$ cat src/rtl/bp_cce_cfg_link_arbiter.sv
// Round-robin arbiter sharing one CCE config link among num_req_p requesters.
// Writes are fire-and-forget; a read holds the link until its response is consumed.
module bp_cce_cfg_link_arbiter #(
  parameter int num_req_p             = 2,
  parameter int cfg_link_addr_width_p = 16,
  parameter int cfg_link_data_width_p = 32
) (
  input  logic                                          clk_i,
  input  logic                                          reset_i,
  input  logic [num_req_p*(cfg_link_addr_width_p-1)-1:0] req_addr_i,
  input  logic [num_req_p*cfg_link_data_width_p-1:0]     req_data_i,
  input  logic [num_req_p-1:0]                           req_v_i,
  input  logic [num_req_p-1:0]                           req_w_i,
  output logic [num_req_p-1:0]                           req_ready_o,
  output logic [cfg_link_data_width_p-1:0]               resp_data_o,
  output logic [num_req_p-1:0]                           resp_v_o,
  input  logic [num_req_p-1:0]                           resp_ready_i,
  output logic [cfg_link_addr_width_p-2:0]               config_addr_o,
  output logic [cfg_link_data_width_p-1:0]               config_data_o,
  output logic                                           config_v_o,
  output logic                                           config_w_o,
  input  logic                                           config_ready_i,
  input  logic [cfg_link_data_width_p-1:0]               config_data_i,
  input  logic                                           config_v_i,
  output logic                                           config_ready_o
);
  localparam int lw_lp = cfg_link_addr_width_p - 1;
  localparam int dw_lp = cfg_link_data_width_p;
  localparam int rw_lp = $clog2(num_req_p);

  typedef enum logic [1:0] {e_idle, e_rd_wait, e_rd_resp} state_e;

  state_e             state_q, state_d;
  logic [rw_lp-1:0]   rr_q, rr_d, owner_q, owner_d, gnt;
  logic [dw_lp-1:0]   resp_q, resp_d;
  logic               any_v, hs;

  assign any_v = |req_v_i;

  // Scan from the far end so the requester closest to rr_q is the last (winning) assignment.
  always_comb begin
    gnt = rr_q;
    for (int k = num_req_p - 1; k >= 0; k--) begin
      if (req_v_i[(int'(rr_q) + k) % num_req_p])
        gnt = rw_lp'((int'(rr_q) + k) % num_req_p);
    end
  end

  always_comb begin
    req_ready_o    = '0;
    resp_v_o       = '0;
    resp_data_o    = '0;
    config_addr_o  = '0;
    config_data_o  = '0;
    config_v_o     = 1'b0;
    config_w_o     = 1'b0;
    config_ready_o = 1'b0;
    hs             = 1'b0;
    if (!reset_i) begin
      resp_data_o = resp_q;
      case (state_q)
        e_idle: begin
          if (any_v) begin
            config_v_o    = 1'b1;
            config_addr_o = req_addr_i[int'(gnt)*lw_lp +: lw_lp];
            config_data_o = req_data_i[int'(gnt)*dw_lp +: dw_lp];
            config_w_o    = req_w_i[gnt];
            // Only the granted requester sees the link ready.
            req_ready_o[gnt] = config_ready_i;
            hs               = config_ready_i;
          end
        end
        e_rd_wait: config_ready_o = 1'b1;
        e_rd_resp: resp_v_o[owner_q] = 1'b1;
        default: ;
      endcase
    end
  end

  always_comb begin
    state_d = state_q;
    rr_d    = rr_q;
    owner_d = owner_q;
    resp_d  = resp_q;
    case (state_q)
      e_idle: begin
        if (hs) begin
          rr_d = (int'(gnt) == num_req_p - 1) ? '0 : rw_lp'(gnt + 1'b1);
          if (!req_w_i[gnt]) begin
            owner_d = gnt;
            state_d = e_rd_wait;
          end
        end
      end
      e_rd_wait: begin
        if (config_v_i) begin
          resp_d  = config_data_i;
          state_d = e_rd_resp;
        end
      end
      e_rd_resp: if (resp_ready_i[owner_q]) state_d = e_idle;
      default: state_d = e_idle;
    endcase
  end

  always_ff @(posedge clk_i) begin
    if (reset_i) begin
      state_q <= e_idle;
      rr_q    <= '0;
      owner_q <= '0;
      resp_q  <= '0;
    end else begin
      state_q <= state_d;
      rr_q    <= rr_d;
      owner_q <= owner_d;
      resp_q  <= resp_d;
    end
  end

endmodule

$ cat config.mk
export PLATFORM = sky130hd
export DESIGN_NAME = bp_cce_cfg_link_arbiter
export DESIGN_NICKNAME = d
export VERILOG_FILES = /design/src/rtl/bp_cce_cfg_link_arbiter.sv
export SDC_FILE = /design/constraint.sdc
export NUM_CORES = 1
export LEC_CHECK = 0
export BUFFER_PORTS_ARGS = -buffer_cell sky130_fd_sc_hd__buf_2
export CAP_MARGIN = 40
export CORE_AREA = 2 2 86 88
export CTS_CLUSTER_SIZE = 24
export DETAILED_ROUTE_END_ITERATION = 16
export DIE_AREA = 0 0 88 90
export PLACE_DENSITY_LB_ADDON = 0.2
export SYNTH_ARGS = -nofsm -noshare
export SYNTH_HDL_FRONTEND = slang
export SYNTH_SLANG_ARGS = --single-unit
$ cat constraint.sdc
create_clock -name clk_i -period 4.9 [get_ports clk_i]
set_clock_uncertainty 0.05 [all_clocks]
set_input_delay 0.735 -clock clk_i [delete_from_list [all_inputs] [get_ports clk_i]]
set_output_delay 0.735 -clock clk_i [all_outputs]
set_load 0.005 [all_outputs]
==> results by group, run 1 <==
Power
  • PnR Total Power: 713.4 uW
  • Leakage: between 0.0015 and 0.002 uW
  • Maximum vdd ir drop: 0.1470 mV
  • Ratio of total power to cell area: around 200 mW/mm^2

Critical path
  • CP delay by family, top: buffers and inverters
  • Kind of launch point of the worst setup path: input port
  • Dominant cell type by count on the critical path: buf_2
  • R2R depth: 5
  • R2R Setup Slk: roughly 3200 ps
  • Type of the worst setup path: input port to primary output
  • Max FO, Critical Path: 40
  • Kind of capture point of the worst setup path: primary output
  • Max stage delay on crit path: 430 ps
  • Crit path buf inv count: 3
  • Data required time of the critical path: 4120 ps
  • Arr. time, crit path: 2360 ps
  • Startpoint of the worst register-to-register path: state_q[1]$_SDFFE_PP0P_
  • Cells along the critical path: buf_2 > nor2b_1 > a21o_1 > buf_4 > nand2_1 > a21oi_2 > buf_2
  • Crit Reg-Reg Endpoint: resp_q[0]$_SDFFE_PP0P_
  • Critical-path top delay cell: buf_4
  • Timing startpoint of the critical path: req_v_i[0]

Yosys
  • Count of yosys warnings during synthesis: 0
  • Most common cell in the synthesized netlist: nand2_1
  • Most frequent cells after synthesis: nand2_1, a21oi_1, dfxtp_1, nor2b_1, clkbuf_1
  • Syn_nets: 507
  • Post-synthesis compound-gate area fraction: 21.25%
  • Proportion of synthesized chip area in sequential cells: 31.30%
  • Distinct cell type count after synthesis: 25
  • Post-synthesis adder-cell area fraction: 0%
  • Simple-gate area share of the yosys netlist: 39.73%
  • Syn Inst Count: 371
  • Main combinational cell family by area after synthesis: simple AND/OR/NAND/NOR gates
  • Area of the mapped netlist: 0.002302 sq mm
  • Multiplexer area fraction after synthesis: 0.8696%
  • Number of synthesized flops with an enable pin: 0
  • Number of synthesized register bits: 36
  • Async SR Flop Fraction: 0%
  • Primary FF master, synth: dfxtp_1
  • Dominant cell type by area after synthesis: dfxtp_1
  • Share of Yosys cell area claimed by the top area cell type: 31.30%
  • Average instance area after synthesis: 6.205 sq um
  • Largest cells by area after synthesis: dfxtp_1, nand2_1, a21oi_1, nor2b_1, a21oi_2
  • XOR/XNOR Fraction of Synth Area: 0%

Clocking
  • Clock input transition at the sequential cells of the worst setup and hold paths: roughly 70 ps
  • H-tree depth: 2
  • Resize count post-CTS: 0
  • CTS root buf: clkbuf_8
  • Total clock sinks: 36
  • TritonCTS buffer count: 5
  • Clk_lat worst skew: 280 ps
  • Max Root-Sink Buffers: 2
  • Hold buffer count at CTS: 0
  • Postcts setup bufs: 0
  • Clock tree from TritonCTS: yes

Detailed routing
  • Number of design-rule violations left by the first detailed-router iteration: 124
  • Number of iterations in the first detailed-routing pass: 4
  • Count of antenna-violating nets left after detailed routing: 0
  • Routed Wire Length: 8888 um
  • Number of vias per cell: 4.566
  • Number of DRC violations after detailed routing: 0
  • Avg WL per Cell: between 10 and 15 um
  • Number of vias in the routed layout: 3073

Timing
  • Final critical-path required period: 3144 ps
  • Normalized max-slew margin: around 55%
  • Total count of hold-check failures in the final report: 0
  • Highest attainable clock frequency: 318.1 MHz
  • Final worst slack: between 1500 and 2000 ps
  • Post-route setup TNS: 0 ps
  • Final worst path period share: 64.16%
  • Worst Tran Pin Value: roughly 680 ps
  • # setup viols final: 0
  • Unrepaired setup endpoints after global routing: no
  • Number of max-slew violations in the final report: 0

Min path
  • Worst hold path cell count: 2
  • Startpoint of the most critical hold path: resp_q[16]$_SDFFE_PP0P_
  • Path class of the lowest-slack min-delay path: register to register
  • Worst Hold Path EP: resp_q[16]$_SDFFE_PP0P_

Global routing
  • Global-route congestion overflow total: 0
  • First-pass GRT wire length: 13580 um
  • Pin count of the biggest net entering global routing: 72
  • Number of global-route vias before repair: 2828
  • Total GRT Usage: 21.62%
  • Number of antenna violations at the first check in global routing: 0

Floorplanning
  • Height of the die: roughly 90 um
  • Site Rows: 31
  • Die W: roughly 90 um
  • Area of the core: 0.007020 sq mm
  • Die area: 0.007920 sq mm
  • Starting density of the core: 32.79%
  • I/O pin count: roughly 220

Finish
  • Area growth from synthesis to final layout: 54.29%
  • Total inserted antenna cells: 0
  • Final instance count without filler cells: 673
  • Layout cells sized above 1: between 40% and 50%
  • Count of nets after finishing: 709

Status
  • Run status: complete, no violations

Place
  • Routability-driven placement congestion ratio: 0.9208
  • Placement-stage worst setup slack: 1786 ps
  • Post-detail-place hpwl: 6946 um
  • Count of buffers from port buffering: about 220
  • DP Cell Count: 665

Run
  • Number of violations of the max-capacitance limit: 0
==> worst max-delay path by stage <==
stage | end | slack (ps) | depth (start not counted)
after CTS | config_data_o[17] | 1780 | 7
after detailed placement | config_data_o[17] | 1790 | 7
final | config_data_o[19] | 1760 | 7
after global placement | config_data_o[17] | 1620 | 6
after floorplan | config_data_o[13] | 2310 | 6
after global routing | config_data_o[17] | 1630 | 7
==> layer usage <==
metal	track usage, %	routed length, um	vias to the layer above
li1	-	-	1584
met1	25.76	3796	1340
met2	36.36	4092	130
met3	6.152	745	19
met4	7.821	254	0
met5	0	0	-
==> logic make-up (layout without fill, tap and decap cells) <==
family                 Yosys count  in the layout
buffers and inverters           33            236
and+or+nand+nor                213            213
muxes                            2              2
DFF                             36             36
AOI/OAI and AO/OA               87             87
==> worst register-to-register path, delay by kind of cell (launching register included) <==
kind / cells / cell delay (ps)
and+or+nand+nor: 3 / 780
DFF: 1 / 360
buffers and inverters: 1 / 340
AOI/OAI and AO/OA: 1 / 120
==> cells in the final DEF (no fill, tap or decap), drive strengths merged <==
master	count
buf	226
nand2	160
a21oi	81
nor2b	36
dfxtp	36
nor2	9
clkbuf	7
nand2b	3
mux2i	2
inv	2
a21o	1
or4	1
nand4bb	1
and3	1
or2	1
nor3	1
o21ba	1
o21ai	1
o31ai	1
a221oi	1
o21a	1
clkinv	1
==> through the flow <==
stage	instance area [sq um]	util (%)	hold slack, ps
floorplan	2302	-	381.8
global placement	3420	48.71	387.1
detailed placement	3467	49.39	391.9
CTS	3552	50.60	401.8
global route	3552	50.60	416.0
finish	3552	50.60	398.8
==> cell type report <==
class | count | area, sq um
Clock buffer | 7 | 76.32
Clock inverter | 1 | 8.758
Fill cell | 767 | 3468
Inverter | 2 | 7.507
Multi-Input combinational cell | 302 | 1439
Sequential cell | 36 | 720.7
Tap cell | 99 | 123.9
Timing Repair Buffer | 226 | 1176
==> power by group <==
part	leakage (uW)	internal (uW)	switching, uW
logic	0.00153	96.4	110
clock network	0.0000424	102	105
registers	0.000291	297	2.99
==> flip-flops by register name (all words and copies together) (netlist names) <==
| register | count |
|---|---|
| state_q | 2 |
| owner_q | 1 |
| rr_q | 1 |
| resp_q | 32 |
(Power assumes the default switching activity.)
==> inputs of run 2 (changes only) <==
ABC_AREA = 1   (was not set)
CORE_AREA = 2 2 87 89   (was 2 2 86 88)
DIE_AREA = 0 0 89 91   (was 0 0 88 90)
clock period = 2.6 ns   (was 4.9 ns; I/O delays follow)
==> run 2 against run 1 <==
Total power up 89%. Sequential share of layout area rose by 0.42 points. Worst setup slack lost 1400 ps. Largest cell class unchanged. Largest power group unchanged.
==> results by group, run 2 <==
Min path
  • Path class of the lowest-slack min-delay path: input port to register
  • Startpoint of the most critical hold path: config_data_i[20]

Run
  • Number of violations of the max-capacitance limit: 0 (unchanged)

Detailed routing
  • Number of vias per cell: 4.569 (about the same)
  • Avg WL per Cell: 12.54 um (-5.1%)
  • Number of DRC violations after detailed routing: 0 (unchanged)
  • Number of iterations in the first detailed-routing pass: 4 (unchanged)
  • Number of design-rule violations left by the first detailed-router iteration: 79 (-36%)
  • Routed Wire Length: 8588 um (-3.4%)
  • Number of vias in the routed layout: 3130 (+1.9%)
  • Count of antenna-violating nets left after detailed routing: 0 (unchanged)

Clocking
  • CTS root buf: clkbuf_8
  • Max Root-Sink Buffers: 2 (unchanged)
  • Resize count post-CTS: 0 (unchanged)
  • Clk_lat worst skew: 280 ps (about the same)
  • TritonCTS buffer count: 5 (unchanged)
  • Clock input transition at the sequential cells of the worst setup and hold paths: 70 ps (about the same)
  • H-tree depth: 2 (unchanged)
  • Hold buffer count at CTS: 0 (unchanged)
  • Clock tree from TritonCTS: yes
  • Postcts setup bufs: 0 (unchanged)
  • Total clock sinks: 36 (unchanged)

Critical path
  • Kind of launch point of the worst setup path: register
  • Arr. time, crit path: 1810 ps (-550 ps)
  • Timing startpoint of the critical path: rr_q$_SDFFE_PP0P_
  • Kind of capture point of the worst setup path: primary output
  • Type of the worst setup path: register to primary output
  • Max FO, Critical Path: 38 (-5.0%)
  • Data required time of the critical path: 2160 ps (-1960 ps)
  • Startpoint of the worst register-to-register path: rr_q$_SDFFE_PP0P_

Global routing
  • Fraction of met3 tracks used by global routing: 9.545% (+3.4 points)
  • Met2 track demand over resource: 33.21% (-3.2 points)
  • Number of global-route vias before repair: 2786 (-1.5%)
  • Met1 track demand over resource in global routing: 22.54% (-3.2 points)
  • Pin count of the biggest net entering global routing: 60 (-17%)
  • Number of antenna violations at the first check in global routing: 5 (+5)
  • Routing layer with the top usage in global route: met2
  • First-pass GRT wire length: 12940 um (-4.7%)
  • Total GRT Usage: 20.10% (-1.5 points)
  • Global-route congestion overflow total: 0 (unchanged)

Place
  • Count of buffers from port buffering: 221 (unchanged)
  • Routability-driven placement congestion ratio: 0.8801 (-4.4%)
  • DP Cell Count: 674 (+1.4%)
  • Post-detail-place hpwl: 6762 um (-2.6%)

Yosys
  • Count of yosys warnings during synthesis: 0 (unchanged)
  • Primary FF master, synth: dfxtp_1
  • Proportion of synthesized chip area in sequential cells: 31.63% (+0.33 points)
  • Dominant cell type by area after synthesis: dfxtp_1
  • Area of the mapped netlist: 0.002278 sq mm (-1.0%)
  • Average instance area after synthesis: 6.076 sq um (-2.1%)
  • Most frequent cells after synthesis: nor2_1, o21ai_1, inv_1
  • Number of synthesized flops with an enable pin: 0 (unchanged)
  • Number of synthesized register bits: 36 (unchanged)
  • Distinct cell type count after synthesis: 21 (-16%)
  • Async SR Flop Fraction: 0% (unchanged)
  • Syn Inst Count: 375 (+1.1%)
  • Share of Yosys cell area claimed by the top area cell type: 31.63% (+0.33 points)
  • Largest cells by area after synthesis: dfxtp_1, nor2_1, o21ai_1, o21ai_0, a21oi_1
  • Most common cell in the synthesized netlist: nor2_1
  • Syn_nets: 511 (+0.79%)

Floorplanning
  • Height of the die: 91 um (+1.1%)
  • I/O pin count: 222 (unchanged)
  • Die W: 89 um (+1.1%)
  • Starting density of the core: 31.92% (-0.87 points)
  • Site Rows: 31 (unchanged)
  • Die area: 0.008099 sq mm (+2.3%)
  • Area of the core: 0.007137 sq mm (+1.7%)

Status
  • Run status: complete, no violations

Power
  • Leakage: 0.001901 uW (+2.3%)
  • Ratio of total power to cell area: 388.4 mW/mm^2 (+93%)
  • Maximum vdd ir drop: 0.3097 mV (+110%)

Timing
  • Post-route setup TNS: 0 ps (unchanged)
  • Worst Tran Pin Value: 563.0 ps (-116.1 ps)
  • Final worst path period share: 86.54%
  • Highest attainable clock frequency: 444.5 MHz
  • Normalized max-slew margin: 62.41% (+7.7 points)
  • Unrepaired setup endpoints after global routing: no
  • Number of max-slew violations in the final report: 0 (unchanged)
  • Final critical-path required period: approximately 2200 ps
  • Total count of hold-check failures in the final report: 0 (unchanged)
  • # setup viols final: 0 (unchanged)

Finish
  • Final instance count without filler cells: 685 (+1.8%)
  • Largest registers: resp_q x32, state_q x2
  • Layout cells sized above 1: 41.85% (-1.2 points)
  • Most flops, register: resp_q
  • Number of flip-flops in the largest register: 32 (unchanged)
  • Leading cell types in the layout, fill and taps excluded: buf_2, nor2_1, o21ai_1, inv_1, o21ai_0
  • Leading cell type in the layout, fill and taps excluded: buf_2
  • Area growth from synthesis to final layout: 52.72%
  • Count of nets after finishing: 718 (+1.3%)
[run 2: cell count changes after synthesis, moves of 7 or more]
cell,delta
o21ai_1,+43
nand2_1,-151
inv_1,+36
a21oi_2,-10
nor2b_1,-36
a21oi_1,-36
o21ai_0,+36
nor2_1,+122
clkbuf_1,-12
buf_6,+7
[run 2: worst paths after layout]
| check | endpoint | slack [ps] | depth (start not counted) |
|---|---|---|---|
| min | resp_q[20]$_SDFFE_PP0P_ | 320 | 3 |
| max reg2reg | owner_q$_SDFFE_PP0P_ | 1090 | 8 |
| min reg2reg | resp_q[26]$_SDFFE_PP0P_ | 400 | 2 |
| max | config_data_o[18] | 350 | 8 |
[run 2: cell families after synthesis]
kind of cell           count (synthesis)  synth area share, %
and+or+nand+nor                      154                27.02
AOI/OAI and AO/OA                    116                25.59
buffers and inverters                 69                15.76
DFF                                   36                31.63
[run 2: report_power, final]
group          switching, uW  internal [uW]  total, uW  leakage, uW
clock network            193            191        384    0.0000424
logic                    211            183        394      0.00157
registers               5.59            568        573     0.000291
[run 2: per-stage QoR]
step | total power (uW) | utilization [%] | cell area, sq um | setup WS (ps) | hold WS, ps
final | 1351 | 48.76 | 3480 | 350.1 | 318.3
after global routing | 1443 | 48.69 | 3475 | 127.4 | 310.5
after CTS | 1368 | 48.65 | 3472 | 257.3 | 311.8
after detailed placement | 982.3 | 47.46 | 3387 | 433.9 | 394.1
after global placement | 975.6 | 47.46 | 3387 | 522.7 | 388.5
after floorplan | 785.8 | - | 2278 | 1095 | 379.7
[run 2: cell type report]
| cell class | count | area (sq um) |
|---|---|---|
| multi-input combinational | 270 | 1201 |
| clock inverter | 1 | 8.758 |
| clock buffer | 7 | 76.32 |
| sequential | 36 | 720.7 |
| timing repair buffer | 229 | 1191 |
| inverter | 40 | 150.1 |
| fill | 798 | 3657 |
| antenna | 3 | 7.507 |
| tap | 99 | 123.9 |
[run 2: worst max-delay path: stages, from the launching register on]
cell     delay (ps)
dfxtp_1         370
inv_1            50
nand2_1          90
nand2_2          70
inv_2           410
buf_4           260
o21ai_1          60
nor2_1           90
buf_2           120
[run 2: layer usage]
layer	wire (um)	part of all wire, %
met5	24	0.28
met4	271	3.2
met3	1232	14
met2	3778	44
met1	3281	38
==> inputs of run 3 (changes only) <==
ABC_AREA = not set   (was 1)
CORE_AREA = not set   (was 2 2 87 89)
CORE_UTILIZATION = 33   (was not set)
DIE_AREA = not set   (was 0 0 89 91)
==> run 3 against run 2 <==
Clock power down 4%. Cell count fell by 4.4%. First-iteration DRC count rose by 10%. Utilization grew 3.3 points. Via count fell by 1.2%. Hold slack lost 27 ps. Critical path type unchanged.
==> results by group, run 3 (synthesis results as in run 1) <==
Global routing
  • Total GRT Usage: 20.94% (+0.84 points)
  • Pin count of the biggest net entering global routing: 71 (+18%)
  • Number of antenna violations at the first check in global routing: 0 (-5)
  • Global-route congestion overflow total: 0 (unchanged)
  • First-pass GRT wire length: 12270 um (-5.2%)
  • Number of global-route vias before repair: 2662 (-4.5%)
  • Fraction of met3 tracks used by global routing: 5.005% (-4.5 points)
  • Met2 track demand over resource: 36.15% (+2.9 points)
  • Routing layer with the top usage in global route: met2
  • Met1 track demand over resource in global routing: 24.08% (+1.5 points)

Clocking
  • Resize count post-CTS: 0 (unchanged)
  • Postcts setup bufs: 0 (unchanged)
  • Clk_lat worst skew: 270 ps (about the same)
  • Clock tree from TritonCTS: yes
  • Clock input transition at the sequential cells of the worst setup and hold paths: 70 ps (about the same)
  • Total clock sinks: 36 (unchanged)
  • TritonCTS buffer count: 5 (unchanged)
  • CTS root buf: clkbuf_8
  • Hold buffer count at CTS: 0 (unchanged)
  • Max Root-Sink Buffers: 2 (unchanged)
  • H-tree depth: 2 (unchanged)

Floorplanning
  • Die area: 0.007315 sq mm (-9.7%)
  • Height of the die: 85.53 um (-6.0%)
  • Die W: 85.53 um (-3.9%)
  • Area of the core: 0.006756 sq mm (-5.3%)
  • Starting density of the core: 34.07% (+2.1 points)
  • I/O pin count: 222 (unchanged)
  • Site Rows: 30 (-3.2%)

Timing
  • # setup viols final: 0 (unchanged)
  • Final critical-path required period: 2291 ps (+40.74 ps)
  • Normalized max-slew margin: 55.94% (-6.5 points)
  • Number of max-slew violations in the final report: 0 (unchanged)
  • Worst Tran Pin Value: 660.8 ps (+97.85 ps)
  • Highest attainable clock frequency: 436.6 MHz (-1.8%)
  • Total count of hold-check failures in the final report: 0 (unchanged)
  • Unrepaired setup endpoints after global routing: no
  • Post-route setup TNS: 0 ps (unchanged)
  • Final worst path period share: 88.10% (+1.6 points)

Finish
  • Largest registers: resp_q x32, state_q x2
  • Leading cell types in the layout, fill and taps excluded: buf_2, nand2_1, a21oi_1, nor2b_1, dfxtp_1
  • Layout cells sized above 1: 43.30% (+1.5 points)
  • Most flops, register: resp_q
  • Area growth from synthesis to final layout: 52.72% (about the same)
  • Count of nets after finishing: 711 (-0.97%)
  • Leading cell type in the layout, fill and taps excluded: buf_2
  • Total inserted antenna cells: 0 (-3)
  • Fill cell total of the finished layout: 725 (-9.1%)
  • Number of flip-flops in the largest register: 32 (unchanged)

Critical path
  • Kind of capture point of the worst setup path: primary output
  • Critical-path top delay cell: or4_2
  • Arr. time, crit path: 1850 ps (+40 ps)
  • Cells along the critical path: or4_2 > buf_4 > a21oi_1 > buf_2
  • Crit Reg-Reg Endpoint: resp_q[25]$_SDFFE_PP0P_
  • Startpoint of the worst register-to-register path: state_q[1]$_SDFFE_PP0P_
  • R2R Setup Slk: 1030 ps (-60 ps)
  • Max FO, Critical Path: 34 (-11%)
  • Data required time of the critical path: 2160 ps (about the same)
  • Type of the worst setup path: register to primary output
  • Max stage delay on crit path: 660 ps (+250 ps)
  • Kind of launch point of the worst setup path: register
  • R2R depth: 4 (-4)

Place
  • Count of buffers from port buffering: 221 (unchanged)
  • Post-detail-place hpwl: 6186 um (-8.5%)
  • Routability-driven placement congestion ratio: 0.8547 (-2.9%)

Min path
  • Path class of the lowest-slack min-delay path: input port to register
  • Worst hold path cell count: 3 (unchanged)
  • Worst Hold Path EP: resp_q[3]$_SDFFE_PP0P_
  • Startpoint of the most critical hold path: config_data_i[3]

Detailed routing
  • Count of antenna-violating nets left after detailed routing: 0 (unchanged)
  • Routed Wire Length: 8059 um (-6.2%)
  • Number of iterations in the first detailed-routing pass: 4 (unchanged)
  • Number of vias per cell: 4.722 (+3.3%)
  • Avg WL per Cell: 12.30 um (-1.9%)
  • Number of vias in the routed layout: 3093 (-1.2%)
  • Number of DRC violations after detailed routing: 0 (unchanged)
  • Number of design-rule violations left by the first detailed-router iteration: 87 (+10%)

Power
  • Ratio of total power to cell area: 373.1 mW/mm^2 (-3.9%)
  • PnR Total Power: 1312 uW (-2.9%)
  • Maximum vdd ir drop: 0.3746 mV (+21%)
  • Leakage: 0.001858 uW (-2.3%)

Status
  • Run status: complete, no violations

Run
  • Number of violations of the max-capacitance limit: 0 (unchanged)
[run 3: changes by cell type in the layout (fill, tap and decap cells not counted), sizes merged, moves of 3 or more]
| cell | change |
|---|---|
| o21ai | -79 |
| nand2 | +148 |
| inv | -38 |
| nor2b | +36 |
| diode | -3 |
| nor2 | -125 |
| a21oi | +46 |
| nand2b | +3 |
[run 3: worst max path at each step]
stage | depth (start not counted) | endpoint | startpoint | slack [ps]
after floorplan | 6 | config_data_o[13] | reset_i | 700
after CTS | 4 | config_data_o[3] | state_q[1]$_SDFFE_PP0P_ | 280
after detailed placement | 5 | config_data_o[3] | reset_i | 460
final | 4 | config_data_o[3] | state_q[1]$_SDFFE_PP0P_ | 310
after global routing | 4 | config_data_o[1] | state_q[1]$_SDFFE_PP0P_ | 190
after global placement | 5 | config_data_o[28] | reset_i | 490
[run 3: area by class of cell]
class / instances / area, sq um / area share (%)
clock buffers: 6 / 72.57 / 2.064
clock inverters: 1 / 5.005 / 0.1423
inverters: 2 / 7.507 / 0.2135
multi-input cells: 302 / 1439 / 40.93
flip-flops and latches: 36 / 720.7 / 20.50
well taps: 80 / 100.1 / 2.847
repair buffers: 228 / 1171 / 33.31
[run 3: stage by stage]
stage	util (%)	hold slack (ps)	instances	instance area (sq um)	setup slack (ps)
2_1_floorplan	-	381.8	371	2302	701.7
3_3_place_gp	50.89	387.5	648	3438	487.5
3_5_place_dp	50.89	391.7	648	3438	461.7
4_1_cts	52.04	280.7	655	3516	280.4
5_1_grt	52.04	277.5	655	3516	186.4
6_report	52.04	291.0	655	3516	309.3
[run 3: routing by layer]
layer | share of wire (%) | up-vias
met1 | 41 | 1353
li1 | - | 1587
met3 | 7.1 | 22
met2 | 48 | 131
met4 | 3.9 | 0
met5 | 0 | -
[run 3: worst max-delay path: cells and delay by family, from the launching register on]
family	cells	cell delay (ps)
simple gates	1	660
compound gates	1	160
buf+inv	2	400
flops	1	350
[run 3: power breakdown]
group | leakage, uW | switching (uW) | total, uW | internal, uW
logic | 0.00153 | 197 | 376 | 179
registers | 0.000291 | 5.49 | 566 | 561
clock network | 0.0000410 | 187 | 369 | 182
total | 0.00186 | 390 | 1310 | 922
